**config.mk**
```make
export PLATFORM = sky130hd
export DESIGN_NAME = rv32i_decode_stage
export DESIGN_NICKNAME = d
export VERILOG_FILES = /design/src/rtl/rv32i_decode_stage.sv
export SDC_FILE = /design/constraint.sdc
export NUM_CORES = 1
export LEC_CHECK = 0
export ABC_AREA = 1
export BUFFER_PORTS_ARGS = -buffer_cell sky130_fd_sc_hd__buf_2
export CAP_MARGIN = 5
export CORE_UTILIZATION = 53
export DETAILED_ROUTE_END_ITERATION = 8
export PLACE_DENSITY = 0.86
export SYNTH_ARGS = -nofsm -noshare
export SYNTH_HDL_FRONTEND = slang
export SYNTH_SLANG_ARGS = --single-unit
```
**constraint.sdc**
```tcl
create_clock -name clk -period 3.2 [get_ports clk]
set_input_delay 0.32 -clock clk [delete_from_list [all_inputs] [get_ports clk]]
set_output_delay 0.32 -clock clk [all_outputs]
set_load 0.01 [all_outputs]
```
**src/rtl/rv32i_decode_stage.sv**
```systemverilog
// RV32I decode stage: one pipeline register, 1-cycle latency, 1 instr/cycle.
// Backpressure: if_ready drops only while a held result is stalled by execute (flush overrides).
module rv32i_decode_stage (
  input  logic        clk,
  input  logic        rst_n,
  input  logic        flush,
  input  logic        if_valid,
  output logic        if_ready,
  input  logic [31:0] if_pc,
  input  logic [31:0] if_instr,
  output logic [4:0]  rf_rs1_addr,
  output logic [4:0]  rf_rs2_addr,
  output logic        id_valid,
  input  logic        ex_ready,
  output logic [31:0] id_pc,
  output logic [6:0]  id_opcode,
  output logic [2:0]  id_funct3,
  output logic [4:0]  id_rs1_addr,
  output logic [4:0]  id_rs2_addr,
  output logic [4:0]  id_rd_addr,
  output logic [31:0] id_imm,
  output logic [2:0]  id_alu_op,
  output logic        id_cmp,
  output logic        id_use_imm,
  output logic        id_rd_we,
  output logic        id_illegal
);

  localparam logic [6:0] OP_LUI    = 7'b0110111;
  localparam logic [6:0] OP_AUIPC  = 7'b0010111;
  localparam logic [6:0] OP_JAL    = 7'b1101111;
  localparam logic [6:0] OP_JALR   = 7'b1100111;
  localparam logic [6:0] OP_BRANCH = 7'b1100011;
  localparam logic [6:0] OP_LOAD   = 7'b0000011;
  localparam logic [6:0] OP_STORE  = 7'b0100011;
  localparam logic [6:0] OP_IMM    = 7'b0010011;
  localparam logic [6:0] OP_REG    = 7'b0110011;

  localparam logic [2:0] ALU_ADD = 3'b000;
  localparam logic [2:0] ALU_SLL = 3'b001;
  localparam logic [2:0] ALU_SRA = 3'b010;
  localparam logic [2:0] ALU_SUB = 3'b011;
  localparam logic [2:0] ALU_XOR = 3'b100;
  localparam logic [2:0] ALU_SRL = 3'b101;
  localparam logic [2:0] ALU_OR  = 3'b110;
  localparam logic [2:0] ALU_AND = 3'b111;

  typedef struct packed {
    logic [6:0]  opcode;
    logic [2:0]  funct3;
    logic [4:0]  rs1;
    logic [4:0]  rs2;
    logic [4:0]  rd;
    logic [31:0] imm;
    logic [2:0]  alu_op;
    logic        cmp;
    logic        use_imm;
    logic        rd_we;
    logic        illegal;
  } dec_t;

  logic [31:0] ins;
  logic [6:0]  op;
  logic [2:0]  f3;
  logic [6:0]  f7;
  logic        wr;
  dec_t        dec;
  dec_t        dec_d, dec_q;
  logic [31:0] pc_d, pc_q;
  logic        valid_d, valid_q;
  logic        take_in, take_out;

  assign ins = if_instr;
  assign op  = ins[6:0];
  assign f3  = ins[14:12];
  assign f7  = ins[31:25];

  assign rf_rs1_addr = ins[19:15];
  assign rf_rs2_addr = ins[24:20];

  always_comb begin
    dec         = '0;
    wr          = 1'b0;
    dec.opcode  = op;
    dec.funct3  = f3;
    dec.rs1     = ins[19:15];
    dec.rs2     = ins[24:20];
    dec.rd      = ins[11:7];
    dec.alu_op  = ALU_ADD;
    case (op)
      OP_LUI, OP_AUIPC: begin
        dec.imm = {ins[31:12], 12'b0};
        dec.use_imm = 1'b1;
        wr = 1'b1;
      end
      OP_JAL: begin
        dec.imm = {{12{ins[31]}}, ins[19:12], ins[20], ins[30:21], 1'b0};
        dec.use_imm = 1'b1;
        wr = 1'b1;
      end
      OP_JALR: begin
        dec.imm = {{20{ins[31]}}, ins[31:20]};
        dec.use_imm = 1'b1;
        wr = 1'b1;
        dec.illegal = (f3 != 3'b000);
      end
      OP_BRANCH: begin
        dec.imm = {{20{ins[31]}}, ins[7], ins[30:25], ins[11:8], 1'b0};
        dec.illegal = (f3[2:1] == 2'b01);
      end
      OP_LOAD: begin
        dec.imm = {{20{ins[31]}}, ins[31:20]};
        dec.use_imm = 1'b1;
        wr = 1'b1;
        dec.illegal = (f3 == 3'b011) || (f3[2:1] == 2'b11);
      end
      OP_STORE: begin
        dec.imm = {{20{ins[31]}}, ins[31:25], ins[11:7]};
        dec.use_imm = 1'b1;
        dec.illegal = (f3 >= 3'b011);
      end
      OP_IMM, OP_REG: begin
        if (op == OP_IMM) begin
          dec.imm = {{20{ins[31]}}, ins[31:20]};
          dec.use_imm = 1'b1;
          // Only shift-immediates carry a funct7; everything else is pure immediate.
          dec.illegal = ((f3 == 3'b001) && (f7 != 7'b0000000)) ||
                        ((f3 == 3'b101) && (f7 != 7'b0000000) && (f7 != 7'b0100000));
        end else begin
          dec.illegal = !((f7 == 7'b0000000) ||
                          ((f7 == 7'b0100000) && ((f3 == 3'b000) || (f3 == 3'b101))));
        end
        wr = 1'b1;
        case (f3)
          3'b000:         dec.alu_op = ((op == OP_REG) && ins[30]) ? ALU_SUB : ALU_ADD;
          3'b001:         dec.alu_op = ALU_SLL;
          3'b010, 3'b011: dec.cmp    = 1'b1;
          3'b100:         dec.alu_op = ALU_XOR;
          3'b101:         dec.alu_op = ins[30] ? ALU_SRA : ALU_SRL;
          3'b110:         dec.alu_op = ALU_OR;
          default:        dec.alu_op = ALU_AND;
        endcase
      end
      default: dec.illegal = 1'b1;
    endcase
    dec.rd_we = wr && (dec.rd != 5'd0) && !dec.illegal;
  end

  assign if_ready = !valid_q || ex_ready || flush;
  assign take_in  = if_valid && if_ready && !flush;
  assign take_out = valid_q && ex_ready;

  always_comb begin
    valid_d = valid_q;
    dec_d   = dec_q;
    pc_d    = pc_q;
    if (flush) begin
      valid_d = 1'b0;
    end else if (take_in) begin
      valid_d = 1'b1;
      dec_d   = dec;
      pc_d    = if_pc;
    end else if (take_out) begin
      valid_d = 1'b0;
    end
  end

  always_ff @(posedge clk or negedge rst_n) begin
    if (!rst_n) begin
      valid_q <= 1'b0;
      dec_q   <= '0;
      pc_q    <= '0;
    end else begin
      valid_q <= valid_d;
      dec_q   <= dec_d;
      pc_q    <= pc_d;
    end
  end

  assign id_valid    = valid_q;
  assign id_pc       = pc_q;
  assign id_opcode   = dec_q.opcode;
  assign id_funct3   = dec_q.funct3;
  assign id_rs1_addr = dec_q.rs1;
  assign id_rs2_addr = dec_q.rs2;
  assign id_rd_addr  = dec_q.rd;
  assign id_imm      = dec_q.imm;
  assign id_alu_op   = dec_q.alu_op;
  assign id_cmp      = dec_q.cmp;
  assign id_use_imm  = dec_q.use_imm;
  assign id_rd_we    = dec_q.rd_we;
  assign id_illegal  = dec_q.illegal;

endmodule

```
# == Word-level counts from Yosys, hierarchy flattened ==
# Index checks and enable logic that the tools add are counted.
# W data, S select, Z words.
# totals
reg_bits,97
latch_bits,0
ramBits,0
rom_bits,0
input_bits,69
output_inout_bits,108
wordCells,83
memories,0
# op_classes
addsub,0
multipliers,0
n_div,0
magnitude_cmp,1
n_eq_ne,19
n_shift,0
n_mux,15
n_bitwise,1
n_reduce_logical,34
# ops
operator,n
$pmux W32 S6,1
$mux W32,1
$eq A7 B6 Y1 const B,4
$eq A7 B7 Y1 const B,3
$pmux W3 S6,1
$eq A7 B5 Y1 const B,2
$logic_and A1 B1 Y1,10
$eq A3 B3 Y1 const B,3
$reduce_or A2 Y1,4
$eq A7 B2 Y1 const B,1
$logic_not A7 Y1,1
$mux W1,7
$ne A7 B6 Y1 const B,1
$reduce_bool A7 Y1,1
$reduce_or A7 Y1,1
$eq A3 B2 Y1 const B,2
$logic_or A1 B1 Y1,6
$pmux W1 S6,1
$reduce_bool A3 Y1,2
$reduce_or A6 Y1,1
$reduce_bool A5 Y1,1
$logic_not A1 Y1,4
$mux W4,1
$eq A3 B1 Y1 const B,1
10 further kinds,10

# == Logic depth before layout (Yosys ltp) ==
# Gate-level depths: netlist of run 1.
# logic_depth
word_depth,9
ltp_mapped,12
ltp_nobuf,11

# == Worst setup path before layout of run 1 ==
# OpenSTA, ideal clock, no wires.
# synth_path
path_type,input to register
startpoint,in if_instr[5]
endpoint,reg dec_q (netlist bit id_imm[21])
setup_ns,0.116
arrival_ns,1.236
required_time_ns,3.084
path_slack_ns,1.847
stages,12
path_buffers,2
cell_sequence,buf_6 nand3_4 inv_4 nand2_4 nand2_4 nor2_4 nand2_4 nand2_8 buf_12 nand2_2 nand2_1 nand2_1
# synth_via
elab_chain_len,3
word_cells_on_any_way,14
cone_classes,eq/ne (9); mux (2); reduce/logical (3)
# synth_lines
element,line,text
from (decl),10,"input logic [31:0] if_instr,"
"$eq A7 B5 Y1, or another cell as far along","90, 123",
"$mux W32, or another cell as far along",123,if (op == OP_IMM) begin
$pmux W32 S6 *,90,case (op)
to (signal assigned),171,dec_q <= '0;
to (signal assigned),175,dec_q <= dec_d;
to (decl),68,"dec_t dec_d, dec_q;"
# Mark *: on every way between the ends. The rest lies on a longest branch, timed or not.
# A chain may end at the register's enable or synchronous reset.

# == Worst setup path after layout of run 1 ==
# layout_path
startpoint,"reg valid_q, in the netlist id_valid"
endpoint,reg dec_q (netlist bit id_alu_op[2])
# layout_via
elab_chain_len,6
# layout_lines
element,line,text
from (decl),70,"logic valid_d, valid_q;"
from (signal assigned),174,valid_q <= valid_d;
$logic_not A1 Y1,149,assign if_ready = !valid_q || ex_ready || flush;
$logic_or A1 B1 Y1 (2 in a row),149,
$logic_and A1 B1 Y1 (2 in a row),150,assign take_in = if_valid && if_ready && !flush;
$reduce_and A2 Y1 (no line),--,
# Every way passes these cells.

==> summary.txt, run 1 <==
Outcome
  • Outcome: complete, no violations

Logic synthesis
  • Synthesized flop and latch total: 97
  • Post-Syn Area: 4600 um2
  • Primary FF master, synth: dfrtp_1
  • Mapped Cells: 583
  • Distinct cells, synth: 28
  • Net count after synthesis: 652
  • Synth warnings: 0
  • Seq/Total Area, Yosys: 0.527
  • Post-synth EDFFs: 0
  • Async set-reset flop share out of synthesis: 1.00
  • Average size of a mapped cell: slightly below 8 um2

Global route
  • Global-route wire length before repair: 18200 um
  • Total GRT Usage: 0.257
  • GRT overflow: 0
  • Vias in the first global route: about 4000
  • Initial antenna violation count: 0
  • Largest net degree at the start of global routing: 113

Route
  • Post-DR wirelength/cell: 13.3 um
  • Final ANT Viol Nets: 0
  • Drt pass-1 iters: 4
  • Residual DRC: 0
  • Final wirelength: ~11000 um
  • Vias: roughly 4200
  • DR iter-0 viols: 279
  • Vias per cell: 4.95

Placement
  • Final HPWL DP: 8150 um
  • Area after DPL: 5450 um2
  • Dpl cells: 833
  • Input/output buffers: 176
  • Placer congestion estimate: 0.889

Hold path
  • HP Start: if_pc[24]
  • Hold depth: 3
  • Hold WC Path Type: input port to flip-flop
  • WHS Endpoint: id_pc[24]$_DFFE_PN0P_

Worst setup path
  • Worst R2R Start: id_valid$_DFFE_PN0P_
  • Worst Setup SP: id_valid$_DFFE_PN0P_
  • Largest fanout on the critical path: 112
  • Crit end category: flip-flop
  • Critical path arrival: 2.01 ns
  • CP required: 3.44 ns
  • Worst reg2reg path endpoint: id_alu_op[2]$_DFFE_PN0P_
  • CP Class: flip-flop to flip-flop
  • R2r setup slk: 1.43 ns
  • R2r worst-path depth: 5
  • CP Launch Type: flip-flop

Clock network
  • CTS buffer count: 9
  • CTS tree: yes
  • Clock latency on the worst-skew pair: 0.35 ns
  • Clock sink count: 97
  • Post-CTS Resized: 0
  • CTS max path bufs: 2
  • Htree depth: 3
  • Clock Tree Root: clkbuf_8
  • Clock-pin slew on the worst setup and hold paths: approximately 0.10 ns

Timing
  • Final Critical Period: 1.77 ns
  • Final clock skew: 0.00783 ns
  • Fin. Hold Viols: 0
  • Slew @ Worst Pin: approximately 1.0 ns
  • Slew margin rel.: 0.329
  • Final Slew Violations: 0
  • Fmax: 564 MHz
  • Setup-failing EPs final: 0
  • Total negative slack: 0 ns
  • RSZ-0062 raised after global routing: false
  • Final Cycle Share: 0.554

Layout
  • P&R area growth vs syn: 23.2%
  • Most frequent cells in the layout: 283 x nand2_1, 175 x buf_2, 97 x dfrtp_1, 32 x inv_1, 30 x o21ai_0
  • Most common cell after layout, fill and taps aside: nand2_1
  • Finished Cell Area: 5670 um2
  • Finished Layout Cells: 850
  • Layout cell share with drive strength beyond 1: 0.321
  • Nets: 809
  • Ant diodes: 0
  • Final Util: 0.684

Power
  • Max VDD drop: 329 uV
  • Tot Pwr: 2750 uW
  • Leakage power: 0.00348 uW
  • Pwr/cell area: 485 nW/um2

Die
  • Num rows: 33
  • Core area: 8300 um2
  • Die Height: 95.2 um
  • Die ar.: 9060 um2
  • Total I/O pin count: around 180
  • Initial Utilization: 0.555
  • Die W: 95.2 um

Flow run
  • Max-cap violations: 0
-- registers in the layout, summed over array words and instances (netlist names) --
| signal | count |
|---|---|
| id_rd_addr | 5 |
| id_rs2_addr | 5 |
| id_use_imm | 1 |
| id_opcode | 7 |
| id_illegal | 1 |
| id_rs1_addr | 5 |
| id_rd_we | 1 |
| id_valid | 1 |
| id_imm | 32 |
| id_alu_op | 3 |
| id_cmp | 1 |
| id_funct3 | 3 |
| id_pc | 32 |
-- metal layers --
metal | vias to the layer above | track usage | part of all wire
met5 | - | 0 | 0
met4 | 0 | 0.0846 | 0.013
met3 | 14 | 0.0518 | 0.055
met2 | 137 | 0.414 | 0.48
li1 | 2091 | - | -
met1 | 1962 | 0.348 | 0.45
-- Yosys cell counts (2+ instances only) --
| cell type | count | share of area |
|---|---|---|
| nand2_1 | 284 | 0.23 |
| dfrtp_1 | 97 | 0.53 |
| inv_1 | 32 | 0.026 |
| o21ai_0 | 30 | 0.033 |
| nand3_1 | 27 | 0.029 |
| nand2_2 | 17 | 0.023 |
| nor2_1 | 16 | 0.013 |
| buf_2 | 12 | 0.013 |
| buf_4 | 12 | 0.020 |
| inv_2 | 11 | 0.0090 |
| clkbuf_1 | 9 | 0.0073 |
| nand4_1 | 6 | 0.0082 |
| o21ai_1 | 5 | 0.0054 |
| nand2_4 | 4 | 0.0098 |
| nor2_2 | 3 | 0.0041 |
| nor2_4 | 3 | 0.0073 |
| a21oi_1 | 2 | 0.0022 |
| nor3_1 | 2 | 0.0022 |
| o31ai_1 | 2 | 0.0033 |
-- area by class of cell --
cell class | count | area (um2)
clock inverters | 6 | 72.6
fillers | 727 | 2630
multi-input cells | 407 | 1800
well taps | 105 | 131
clock buffers | 10 | 138
repair buffers | 181 | 936
flip-flops and latches | 97 | 2430
inverters | 44 | 168
-- cell families (layout without fill, tap and decap cells) --
logic type | count (synthesis) | in the layout | synth area share
AND/OR/NAND/NOR | 366 | 366 | 0.343
AO/OA/AOI/OAI | 41 | 41 | 0.0468
buffers and inverters | 79 | 241 | 0.0832
flip-flops | 97 | 97 | 0.527
-- per-stage QoR --
step	hold slack, ns	setup slack, ns
floorplan	0.0244	1.85
global placement	0.352	1.46
detailed placement	0.359	1.38
CTS	0.134	1.43
global route	0.138	1.30
finish	0.150	1.43
-- worst max-delay path by stage --
stage                                           to  slack (ns)  depth (start not counted)
after floorplan             id_imm[21]$_DFFE_PN0P_        1.85                         12
after global placement      id_illegal$_DFFE_PN0P_        1.46                         10
after detailed placement  id_opcode[3]$_DFFE_PN0P_        1.38                          6
after CTS                 id_alu_op[2]$_DFFE_PN0P_        1.43                          5
after global routing            id_cmp$_DFFE_PN0P_        1.30                          5
final                     id_alu_op[2]$_DFFE_PN0P_        1.43                          5
-- timing repair --
| action | in CTS | in global routing |
|---|---|---|
| hold buffers | 1 | 0 |
| endpoints found under the setup margin | 0 | 0 |
| endpoints found under the hold margin | 44 | 0 |
| buffers inserted | 0 | 0 |
-- critical path, stage by stage (launching register included) --
cell,delay [ns]
dfrtp_1,0.36
nand2_1,0.11
nand2_4,0.09
buf_4,0.74
nand2_1,0.17
o31ai_1,0.13
-- power by group --
group | internal [uW] | leakage (uW) | switching, uW | total [uW]
sequential | 1350 | 0.00126 | 67.3 | 1420
combinational | 194 | 0.00212 | 307 | 501
clock | 393 | 0.000104 | 442 | 835
No activity file was read; power rests on OpenSTA's default activity.
==> run 2, diff against run 1 <==
Settings changed: CORE_UTILIZATION 53 to 44, PLACE_DENSITY 0.86 to 0.76.
Clock period 3.2 ns to 1.6 ns, I/O delays scaled along.
==> run 2 against run 1 <==
  * Clock skew shrank 0.0018 ns
  * Combinational power increased by 120%
  * Via count up 6.1%
  * Global-route usage shrank 1.8 points
  * Hold slack worse by 0.12 ns
  * Cell area up 6.9%
  * Non-clock buffer count is 37 higher
  * Die area is 20% higher
  * Clock-buffer cell count did not move
  * Sequential power increased by 99%
  * Sequential cell count is the same
==> summary.txt, run 2 (synthesis gave the netlist of run 1 again) <==
Die
  • Die Height: 104 um (was 95.2 um)
  • Die W: 104 um (was 95.2 um)
  • Die ar.: 10900 um2 (was 9060 um2)
  • Initial Utilization: 0.462 (was 0.555)
  • Total I/O pin count: 177 (unchanged)
  • Core area: 9950 um2 (was 8300 um2)
  • Num rows: 36 (was 33)

Worst setup path
  • CP endpoint: id_pc[22]$_DFFE_PN0P_ (was id_alu_op[2]$_DFFE_PN0P_)
  • CP Cell Sequence: nand2_1 > nand2_4 > inv_2 > buf_12 > nand2_1 > nand2_1 (was nand2_1 > nand2_4 > buf_4 > nand2_1 > o31ai_1)
  • Most Frequent Cell on Critical Path: nand2_1 (unchanged)
  • R2r worst-path depth: 6 (was 5)
  • CP Class: flip-flop to flip-flop (unchanged)
  • Worst reg2reg path endpoint: id_pc[22]$_DFFE_PN0P_ (was id_alu_op[2]$_DFFE_PN0P_)
  • Slowest cell on crit path: dfrtp_1 (was buf_4)
  • Worst Setup SP: id_valid$_DFFE_PN0P_ (unchanged)
  • R2r setup slk: 0.26 ns (was 1.43 ns)
  • Worst R2R Start: id_valid$_DFFE_PN0P_ (unchanged)
  • CP required: 1.89 ns (was 3.44 ns)
  • Max incr delay on CP: 0.38 ns (was 0.74 ns)
  • CP Launch Type: flip-flop (unchanged)
  • Critical path arrival: 1.63 ns (was 2.01 ns)
  • Largest fanout on the critical path: 45 (was 112)
  • Crit end category: flip-flop (unchanged)

Timing
  • Setup ws final: 0.258 ns (was 1.43 ns)
  • Total negative slack: 0 ns (unchanged)
  • RSZ-0062 raised after global routing: false (unchanged)
  • Fin. Hold Viols: 0 (unchanged)
  • Final Slew Violations: 0 (unchanged)
  • Setup-failing EPs final: 0 (unchanged)
  • Slew @ Worst Pin: 0.513 ns (was 1.01 ns)
  • Final Critical Period: 1.34 ns (was 1.77 ns)
  • Final Cycle Share: 0.839 (was 0.554)
  • Final clock skew: 0.00599 ns (was 0.00783 ns)
  • Final hold slack: 0.0300 ns (was 0.150 ns)
  • Fmax: 745 MHz (was 564 MHz)
  • Slew margin rel.: 0.658 (was 0.329)

Power
  • Tot Pwr: 5350 uW (was 2750 uW)
  • Leakage power: 0.00364 uW (was 0.00348 uW)
  • Pwr/cell area: 882 nW/um2 (was 485 nW/um2)
  • Max VDD drop: 524 uV (was 329 uV)

Hold path
  • HP Start: if_instr[0] (was if_pc[24])
  • Hold WC Path Type: input port to flip-flop (unchanged)

Route
  • Post-DR wirelength/cell: 14.0 um (was 13.3 um)
  • Residual DRC: 0 (unchanged)
  • Final wirelength: 12800 um (was 11300 um)
  • Drt pass-1 iters: 5 (was 4)
  • DR iter-0 viols: 336 (was 279)
  • Vias: 4459 (was 4204)
  • Vias per cell: 4.88 (was 4.95)
  • Final ANT Viol Nets: 0 (unchanged)

Global route
  • Initial antenna violation count: 0 (unchanged)
  • Vias in the first global route: 4219 (was 3963)
  • GRT overflow: 0 (unchanged)
  • Global-route wire length before repair: 20700 um (was 18200 um)
  • Total GRT Usage: 0.239 (was 0.257)
  • Largest net degree at the start of global routing: 113 (unchanged)

Clock network
  • Clock latency on the worst-skew pair: 0.36 ns (was 0.35 ns)
  • Post-CTS Setup Repair Bufs: 0 (unchanged)
  • CTS max path bufs: 2 (unchanged)
  • CTS tree: yes (unchanged)
  • Hold-fix buffers, CTS: 33 (was 1)
  • Htree depth: 3 (unchanged)
  • Clock-pin slew on the worst setup and hold paths: 0.09 ns (was 0.10 ns)
  • Post-CTS Resized: 0 (unchanged)
  • Clock Tree Root: clkbuf_8 (unchanged)
  • Clock sink count: 97 (unchanged)
  • CTS buffer count: 9 (unchanged)

Layout
  • Most common cell after layout, fill and taps aside: nand2_1 (unchanged)
  • Most frequent cells in the layout: 283 x nand2_1, 175 x buf_2, 97 x dfrtp_1, 33 x dlygate4sd3_1, 32 x inv_1 (was 283 x nand2_1, 175 x buf_2, 97 x dfrtp_1, 32 x inv_1, 30 x o21ai_0)
  • P&R area growth vs syn: 31.8% (was 23.2%)
  • Filler instances: 876 (was 727)
  • Finished Layout Cells: 914 (was 850)
  • Nets: 846 (was 809)
  • Ant diodes: 0 (unchanged)
  • Layout cell share with drive strength beyond 1: 0.310 (was 0.321)

Outcome
  • Outcome: complete, no violations (unchanged)

Placement
  • Input/output buffers: 176 (unchanged)
  • Placer congestion estimate: 0.896 (was 0.889)
  • Dpl cells: 866 (was 833)
  • Pre-CTS WS: 0.0966 ns (was 1.38 ns)
  • Final HPWL DP: 8870 um (was 8150 um)

Flow run
  • Max-cap violations: 0 (unchanged)
==> run 2: cell types whose count changed in the layout (fill, tap and decap cells not counted), sizes merged <==
cell         change
dlygate4sd3     +32
clkinv           +3
clkinvlp         -1
inv              -2
buf              +5
bufinv           -1
==> run 2: metal layers <==
metal	global-route usage	wire, um	vias up
met5	0	0	-
met3	0.0307	577	33
met2	0.390	6270	169
met4	0.124	380	0
li1	-	-	2160
met1	0.312	5560	2097
==> run 2: through the flow <==
step,area (um2),util
floorplan,4600,-
global placement,5580,0.560
detailed placement,5580,0.560
CTS,6070,0.609
global route,6070,0.609
finish,6070,0.609
==> run 2: worst max-delay path, delay by kind of cell (launching register included) <==
kind	cells	cell delay (ns)
AND/OR/NAND/NOR	4	0.39
buffers and inverters	2	0.47
flip-flops	1	0.38
==> run 2: worst min-delay path by stage <==
stage	to	slack, ns	depth (start not counted)
floorplan	id_alu_op[0]$_DFFE_PN0P_	-0.14	0
global placement	id_opcode[3]$_DFFE_PN0P_	0.16	1
detailed placement	id_opcode[3]$_DFFE_PN0P_	0.17	1
CTS	id_opcode[1]$_DFFE_PN0P_	0.007	3
global route	id_opcode[1]$_DFFE_PN0P_	0.02	3
finish	id_opcode[0]$_DFFE_PN0P_	0.03	3
==> run 2: layout make-up <==
class                      instances  area, um2  share of cell area
tap                              133        166              0.0274
sequential                        97       2430               0.400
clock buffer                      10        128              0.0210
inverter                          44        168              0.0276
multi-input combinational        407       1800               0.297
timing repair buffer             218       1340               0.222
clock inverter                     5       32.5             0.00536
==> run 2: power by group <==
part           switching (uW)  internal, uW  total, uW
sequential                133          2700       2830
combinational             658           459       1120
clock                     844           559       1400
